**src/rtl/bk_pkg.sv**
```systemverilog
// rtl/bk_pkg.sv - shared Brent-Kung word width, word type and prefix level count
package bk_pkg;
  localparam int BK_WIDTH = 16;
  typedef logic [BK_WIDTH-1:0] bk_word_t;
  localparam int BK_LEVELS = $clog2(BK_WIDTH);
endpackage

```
**src/rtl/bk_prefix_cell.sv**
```systemverilog
// rtl/bk_prefix_cell.sv - combinational (G,P) black cell; grey use leaves p_o unread
module bk_prefix_cell (
  input  logic g_hi,
  input  logic p_hi,
  input  logic g_lo,
  input  logic p_lo,
  output logic g_o,
  output logic p_o
);
  assign g_o = g_hi | (p_hi & g_lo);
  assign p_o = p_hi & p_lo;
endmodule

```
**src/rtl/bk_subtractor_pipe.sv**
```systemverilog
// rtl/bk_subtractor_pipe.sv - two-stage Brent-Kung subtractor with valid/ready on both sides
// Optional signed-overflow output enabled by defining BK_SUB_OVF_EN.
module bk_subtractor_pipe
  import bk_pkg::*;
#(
  parameter int WIDTH = BK_WIDTH
) (
  input  logic             clk,
  input  logic             rst_n,
  input  logic             in_valid,
  output logic             in_ready,
  input  logic [WIDTH-1:0] a,
  input  logic [WIDTH-1:0] b,
  output logic             out_valid,
  input  logic             out_ready,
  output logic [WIDTH-1:0] diff,
  output logic             borrow
`ifdef BK_SUB_OVF_EN
  ,
  output logic             ovf
`endif
);

  logic     v1, v2, s1_load, s2_load;
  bk_word_t bb, g, p;
  logic [7:0] g_even, l1_g, l1_p;
  logic [3:0] l2_g, l2_p;

  assign s2_load   = !v2 || out_ready;
  assign s1_load   = !v1 || s2_load;
  assign in_ready  = s1_load;
  assign out_valid = v2;

  // Carry-in of 1 is folded into bit 0, so the prefix G over [i:0] is the carry into bit i+1.
  assign bb = ~b;
  assign p  = a ^ bb;
  assign g  = {a[15:1] & bb[15:1], a[0] | bb[0]};

  genvar k;
  for (k = 0; k < 8; k++) begin : g_l1
    assign g_even[k] = g[2*k];
    bk_prefix_cell u_cell (.g_hi(g[2*k+1]), .p_hi(p[2*k+1]), .g_lo(g[2*k]), .p_lo(p[2*k]),
                           .g_o(l1_g[k]), .p_o(l1_p[k]));
  end
  for (k = 0; k < 4; k++) begin : g_l2
    bk_prefix_cell u_cell (.g_hi(l1_g[2*k+1]), .p_hi(l1_p[2*k+1]), .g_lo(l1_g[2*k]),
                           .p_lo(l1_p[2*k]), .g_o(l2_g[k]), .p_o(l2_p[k]));
  end

  bk_word_t   s1_p;
  logic [7:0] s1_ge, s1_l1g, s1_l1p;
  logic [3:0] s1_l2g, s1_l2p;
`ifdef BK_SUB_OVF_EN
  logic       s1_sa, s1_sb;
`endif

  always_ff @(posedge clk or negedge rst_n) begin
    if (!rst_n) begin
      v1 <= 1'b0;
      v2 <= 1'b0;
    end else begin
      if (s1_load) v1 <= in_valid;
      if (s2_load) v2 <= v1;
    end
  end

  always_ff @(posedge clk or negedge rst_n) begin
    if (!rst_n) begin
      s1_p   <= '0;
      s1_ge  <= '0;
      s1_l1g <= '0;
      s1_l1p <= '0;
      s1_l2g <= '0;
      s1_l2p <= '0;
`ifdef BK_SUB_OVF_EN
      s1_sa  <= 1'b0;
      s1_sb  <= 1'b0;
`endif
    end else if (s1_load && in_valid) begin
      s1_p   <= p;
      s1_ge  <= g_even;
      s1_l1g <= l1_g;
      s1_l1p <= l1_p;
      s1_l2g <= l2_g;
      s1_l2p <= l2_p;
`ifdef BK_SUB_OVF_EN
      s1_sa  <= a[15];
      s1_sb  <= b[15];
`endif
    end
  end

  // Stage 2: up-sweep levels 3-4, then down-sweep fills the remaining carries.
  logic [16:0] c;
  logic [1:0]  l3_g, l3_p;
  logic [10:0] grey_p;
  logic        top_p;
  bk_word_t    sum;

  for (k = 0; k < 2; k++) begin : g_l3
    bk_prefix_cell u_cell (.g_hi(s1_l2g[2*k+1]), .p_hi(s1_l2p[2*k+1]), .g_lo(s1_l2g[2*k]),
                           .p_lo(s1_l2p[2*k]), .g_o(l3_g[k]), .p_o(l3_p[k]));
  end
  bk_prefix_cell u_l4 (.g_hi(l3_g[1]), .p_hi(l3_p[1]), .g_lo(l3_g[0]), .p_lo(l3_p[0]),
                       .g_o(c[16]), .p_o(top_p));

  assign c[0] = 1'b1;
  assign c[1] = s1_ge[0];
  assign c[2] = s1_l1g[0];
  assign c[4] = s1_l2g[0];
  assign c[8] = l3_g[0];

  bk_prefix_cell u_c12 (.g_hi(s1_l2g[2]), .p_hi(s1_l2p[2]), .g_lo(c[8]), .p_lo(1'b0),
                        .g_o(c[12]), .p_o(grey_p[0]));
  bk_prefix_cell u_c6  (.g_hi(s1_l1g[2]), .p_hi(s1_l1p[2]), .g_lo(c[4]), .p_lo(1'b0),
                        .g_o(c[6]), .p_o(grey_p[1]));
  bk_prefix_cell u_c10 (.g_hi(s1_l1g[4]), .p_hi(s1_l1p[4]), .g_lo(c[8]), .p_lo(1'b0),
                        .g_o(c[10]), .p_o(grey_p[2]));
  bk_prefix_cell u_c14 (.g_hi(s1_l1g[6]), .p_hi(s1_l1p[6]), .g_lo(c[12]), .p_lo(1'b0),
                        .g_o(c[14]), .p_o(grey_p[3]));
  for (k = 1; k < 8; k++) begin : g_odd
    bk_prefix_cell u_cell (.g_hi(s1_ge[k]), .p_hi(s1_p[2*k]), .g_lo(c[2*k]), .p_lo(1'b0),
                           .g_o(c[2*k+1]), .p_o(grey_p[k+3]));
  end

  assign sum = s1_p ^ c[15:0];

  logic unused_p;
  assign unused_p = ^{grey_p, top_p, s1_l1g[7], s1_l1g[5], s1_l1g[3], s1_l1g[1],
                      s1_l1p[7], s1_l1p[5], s1_l1p[3], s1_l1p[1], s1_l1p[0]};

  always_ff @(posedge clk or negedge rst_n) begin
    if (!rst_n) begin
      diff   <= '0;
      borrow <= 1'b0;
`ifdef BK_SUB_OVF_EN
      ovf    <= 1'b0;
`endif
    end else if (s2_load && v1) begin
      diff   <= sum;
      borrow <= ~c[16];
`ifdef BK_SUB_OVF_EN
      ovf    <= (s1_sa ^ s1_sb) & (s1_sa ^ sum[15]);
`endif
    end
  end

endmodule

```
**config.mk**
```make
export PLATFORM = sky130hd
export DESIGN_NAME = bk_subtractor_pipe
export DESIGN_NICKNAME = d
export VERILOG_FILES = /design/src/rtl/bk_pkg.sv /design/src/rtl/bk_prefix_cell.sv /design/src/rtl/bk_subtractor_pipe.sv
export SDC_FILE = /design/constraint.sdc
export NUM_CORES = 1
export LEC_CHECK = 0
export CAP_MARGIN = 15
export CORE_MARGIN = 2
export CORE_UTILIZATION = 50
export DETAILED_ROUTE_END_ITERATION = 12
export HOLD_SLACK_MARGIN = 0.03
export PLACE_DENSITY = 0.85
export SYNTH_ARGS = -nofsm -noshare
export SYNTH_HDL_FRONTEND = slang
export SYNTH_SLANG_ARGS = --single-unit
```
**constraint.sdc**
```tcl
create_clock -name clk -period 2.85 [get_ports clk]
set_clock_uncertainty 0.2 [all_clocks]
set_input_delay 0.285 -clock clk [delete_from_list [all_inputs] [get_ports clk]]
set_output_delay 0.285 -clock clk [all_outputs]
set_load 0.1 [all_outputs]
```
Word level (Yosys, flattened, before mapping)
Cells that the tools add are included.
Widths: inputs -> output; s select.
{ "word_totals": {"out_inout_bits": 19, "in_bits": 36, "regBits": 65, "wordCells": 87} }
{ "classes": {"bitwise": 71, "n_reduce_logical": 6} }
{ "op_table": {"columns": ["cell", "count"], "rows": [
  ["$and 1x1->1", 39],
  ["$xor 16x16->16", 2],
  ["$or 1x1->1", 27],
  ["$not 16->16", 1],
  ["$and 15x15->15", 1],
  ["$logic_and 1x1->1", 2],
  ["$logic_not 1->1", 2],
  ["$logic_or 1x1->1", 2],
  ["$not 1->1", 1]
]} }

Logic depth before layout (Yosys ltp)
{ "depth": {"word_depth": 9, "ltp_mapped": 7, "mapped_depth_nobuf": 7} }

Cells and area by module
A second synthesis with hierarchy kept.
{ "unflattened": {"cells_unflattened": 248, "area_unflattened_um2": 3039.2} }
{ "modules_own_cells": {"columns": ["mod", "area_per_inst_um2", "seq_area_each_um2", "instances", "cells_each"], "rows": [
  ["bk_subtractor_pipe", 2648.8, 1451.4, 1, 196],
  ["bk_prefix_cell", 15.0, 0.0, 26, 2]
]} }

Least setup slack after synthesis
No wires, ideal clock.
{ "synth_timing": {"kind": "register -> register", "start": "register v2 (netlist: out_valid)", "end": "register s1_l2g[0]", "setup_ns": 0.083, "arrival_time_ns": 2.402, "required_time_ns": 2.567, "path_buffers": 1, "setup_slack_ns": 0.165, "path_stages_with_launch": 5, "synth_period_minus_slack_ns": 2.685, "cell_sequence": "dfrtp_1 nand3b_1 clkbuf_1 a21oi_1 a31oi_1"} }
{ "synth_via": {"elab_chain_len": 4} }
{ "synth_lines": {"columns": ["item", "line_no", "source"], "rows": [
  ["start: declaration", "bk_subtractor_pipe.sv:24", "logic v1, v2, s1_load, s2_load;"],
  ["start signal: assignment", "bk_subtractor_pipe.sv:63", "if (s2_load) v2 <= v1;"],
  ["$logic_not 1->1", "bk_subtractor_pipe.sv:29", "assign s2_load = !v2 || out_ready;"],
  ["$logic_or 1x1->1", "bk_subtractor_pipe.sv:29", null],
  ["$logic_or 1x1->1", "bk_subtractor_pipe.sv:30", "assign s1_load = !v1 || s2_load;"],
  ["named net in_ready", "bk_subtractor_pipe.sv:11", "output logic in_ready,"],
  ["$logic_and 1x1->1", "bk_subtractor_pipe.sv:79", "end else if (s1_load && in_valid) begin"],
  ["end signal: assignment", "bk_subtractor_pipe.sv:84", "s1_l2g <= l2_g;"],
  ["end: declaration", "bk_subtractor_pipe.sv:52", "logic [3:0] s1_l2g, s1_l2p;"]
]} }
The timed path passes the listed nets, and every way through them passes these cells.
A chain may end at the register's enable or synchronous reset.

Worst setup path in the final report
{ "layout_timing": {"start": "register s1_l2g[1]", "end": "register diff[15]"} }
{ "layout_via": {"elab_chain_len": 8} }
{ "layout_lines": {"columns": ["item", "line_no", "source"], "rows": [
  ["$or 1x1->1", "bk_prefix_cell.sv:10", "assign g_o = g_hi | (p_hi & g_lo);"],
  ["$and 1x1->1", "bk_prefix_cell.sv:10", null],
  ["$or 1x1->1", "bk_prefix_cell.sv:10", null],
  ["$and 1x1->1", "bk_prefix_cell.sv:10", null],
  ["$or 1x1->1", "bk_prefix_cell.sv:10", null],
  ["$and 1x1->1", "bk_prefix_cell.sv:10", null],
  ["$or 1x1->1", "bk_prefix_cell.sv:10", null],
  ["$xor 16x16->16", "bk_subtractor_pipe.sv:126", "assign sum = s1_p ^ c[15:0];"],
  ["end signal: assignment", "bk_subtractor_pipe.sv:140", "diff <= sum;"],
  ["end: declaration", "bk_subtractor_pipe.sv:16", "output logic [WIDTH-1:0] diff,"]
]} }
No other way between the ends.

==> results.ini <==
[place]
port_buffers = 54
gp_congestion = 0.763
dp_slack_ps = 768
dpl.hpwl_mm = 3.77
place_area_um2 = 3400

[hold_path]
holdPathStages = 1
min_from = s1_p[0]
hold_end = diff[0]
hp-class = reg2reg

[flow_run]
maxCapViolCount = 0

[synthesis]
synth_area_leaders = dfrtp_1, ha_1, mux2_4
synth_cells = 224
synth_seq_cells = 57
synth-main-ff-cell = dfrtp_1
avgSynthCellArea_um2 = 12.6
synth_most_common_cell = dfrtp_1
ys_async_sr_fraction = 1.00
yosysUniqueCellTypes = 28
synth_area_leader_cell = dfrtp_1
ys_top_cells_by_count = dfrtp_1, inv_1, ha_1, mux2_2, a21oi_1
synth_edf_count = 0
syn_nets = 283
yosysWarnings = 0
ys_seq_area_frac = 0.506
synth_top_area_frac = 0.506
synth_area_um2 = 2820

[sta]
period_share = 0.660
period_needed_ps = 1880
drv_slew = 0
worstMarginPinSlew_ps = 661
fmax_mhz = 531
finalSetupTns_ps = 0
setup_viol = 0
worst_slew_margin_rel = 0.559
fin_ws_ps = 968
hold_violations = 0
grt_setup_unrepaired = no

[power]
power.leakage_nw = 1.72
p_switching_mw = 1.55
power.total_mw = 3.44
p_per_area_nw_per_um2 = 956
internal-power_mw = 1.89
clockPowerShare = 0.207
max-vdd-ir-drop_mv = 0.615
pwr-share-seq = 0.330
swShare = 0.451
combPwrFrac = 0.463

[global_route]
grtUsageMet1 = 0.249
grt_pass1_vias = 1930
track_usage = 0.189
grt_max_degree = 31
met2_usage = 0.288
grt_overflow_total = 0
top_usage_layer = met2
antenna_found_initial = 0
grt_pass1_wl_mm = 8.98
use_met3 = 0.0534

[setup_path]
timing.critical_path.from_type = flop
critPathKind = reg2reg
cp.arrival_ps = 1900
r2r_cells = 7
cp_cell_sequence = a21oi_1, nand2_1, a21o_1, ha_1, nor2_1, xnor2_1, mux2_2
cpPeakStageDelay_ps = 410
rr_endpoint = diff[15]
worst_path_max_delay_cell = dfrtp_1
cp_num_buf_inv = 0
cp_top_family = flip-flops
critPathCaptureType = flop
r2r_setup_slack_ps = 970
r2r-start = s1_l2g[1]
required_ps = 2870
critPathMaxFanout = 3

[cts]
clkTransAtPathRegs_ps = 60
cts_htree_levels = 3
cts_tree = done
clock_path_buffers = 2
postCtsSetupBuffers = 0
cts_resized = 0
clock-sinks = 57
cts_buffers = 9
cts_hold_buf = 1
clock_latency_ps = 340
root_buffer = clkbuf_8

[final_layout]
diodes = 0
area_growth_pct = 27.9
postLayoutCoreUtil = 0.658
fillers = 437
nNetsFinal = 346
final_cell_area_um2 = 3600
drive_above_1_share = 0.277

[run_status]
status = complete, no violations

[floorplanning]
io_pins = 55
fp.dieArea_um2 = 6250
core_um2 = 5470
die_w_um = 79.1
initial_utilization = 0.515
fp-row-count = 27
die_h_um = 79.1

[detailed_routing]
drt-initial-drc-count = 83
vias = 1890
dr.pass1.iters = 4
ant_nets = 0
wl_per_cell_um = 14.4
viasPerCell = 5.19
drc = 0
wirelength_mm = 5.25

-- metal layers --
layer	part of all wire	vias to the layer above
li1	-	904
met1	0.47	929
met2	0.47	45
met3	0.048	12
met4	0.018	0
met5	0	-
-- power by group through the flow --
stage                     Combinational, mW  Clock, mW  Sequential, mW
after floorplan                       0.400          0            1.98
after global placement                 1.58          0            1.14
after detailed placement               1.60          0            1.15
after CTS                              1.61      0.726            1.14
after global routing                   1.67      0.770            1.16
final                                  1.60      0.713            1.14
-- worst max-delay path by stage --
stage	slack [ps]	cells after the start	startpoint	end
after floorplan	160	4	out_valid	s1_l2g[0]
after global placement	800	4	in_valid	s1_p[6]
after detailed placement	770	6	b[13]	s1_l2g[3]
after CTS	960	7	s1_l2g[1]	diff[15]
after global routing	880	7	s1_l2g[1]	diff[15]
final	970	7	s1_l2g[1]	diff[15]
-- sequential cells by signal, summed over array words and instances, names as in the netlist --
name,cells
diff,16
s1_p,16
s1_ge,8
s1_l1g,4
s1_l2g,4
s1_l1p,3
s1_l2p,3
borrow,1
out_valid,1
v1,1
-- placed cells by master (no fill, tap or decap), types with 2 or more instances in the layout --
| cell type | netlist | final |
|---|---|---|
| nor2_1 | 8 | 8 |
| mux2_4 | 18 | 18 |
| ha_1 | 23 | 23 |
| inv_1 | 24 | 24 |
| clkdlybuf4s50_1 | 0 | 34 |
| mux2i_1 | 4 | 4 |
| o21ai_0 | 6 | 6 |
| clkbuf_8 | 0 | 13 |
| buf_12 | 0 | 2 |
| dfrtp_1 | 57 | 57 |
| buf_4 | 1 | 20 |
| nand3b_1 | 2 | 2 |
| a21oi_1 | 19 | 19 |
| a21o_1 | 4 | 4 |
| nand2_1 | 5 | 5 |
| xnor2_1 | 7 | 7 |
| nand2b_1 | 3 | 3 |
| nand4_1 | 6 | 6 |
| mux2_2 | 23 | 23 |
| clkinv_2 | 0 | 2 |
-- cell type report --
cell class / count / area (µm²) / area share
sequential: 57 / 1430 / 0.396
multi-input combinational: 137 / 1260 / 0.349
timing repair buffer: 58 / 546 / 0.151
clock buffer: 14 / 183 / 0.0507
inverter: 24 / 90.1 / 0.0250
tap: 72 / 90.1 / 0.0250
clock inverter: 2 / 10.0 / 0.00278
-- metrics by stage --
step	instances	hold WS, ps
finish	364	279
global route	364	289
CTS	364	288
detailed placement	347	152
global placement	347	142
floorplan	224	-211
-- kinds of logic (layout without fill, tap and decap cells) --
family                   count (synthesis)  count (layout)  share of synthesized area
buffers and inverters                   30              98                     0.0471
AO/OA/AOI/OAI                           33              33                     0.0657
XOR/XNOR                                 8               8                     0.0249
multiplexers                            45              45                      0.202
flip-flops                              57              57                      0.506
adder cells (fa/ha/maj)                 23              23                      0.102
AND/OR/NAND/NOR                         28              28                     0.0520
Note: power is estimated with default switching activity, not from simulation.
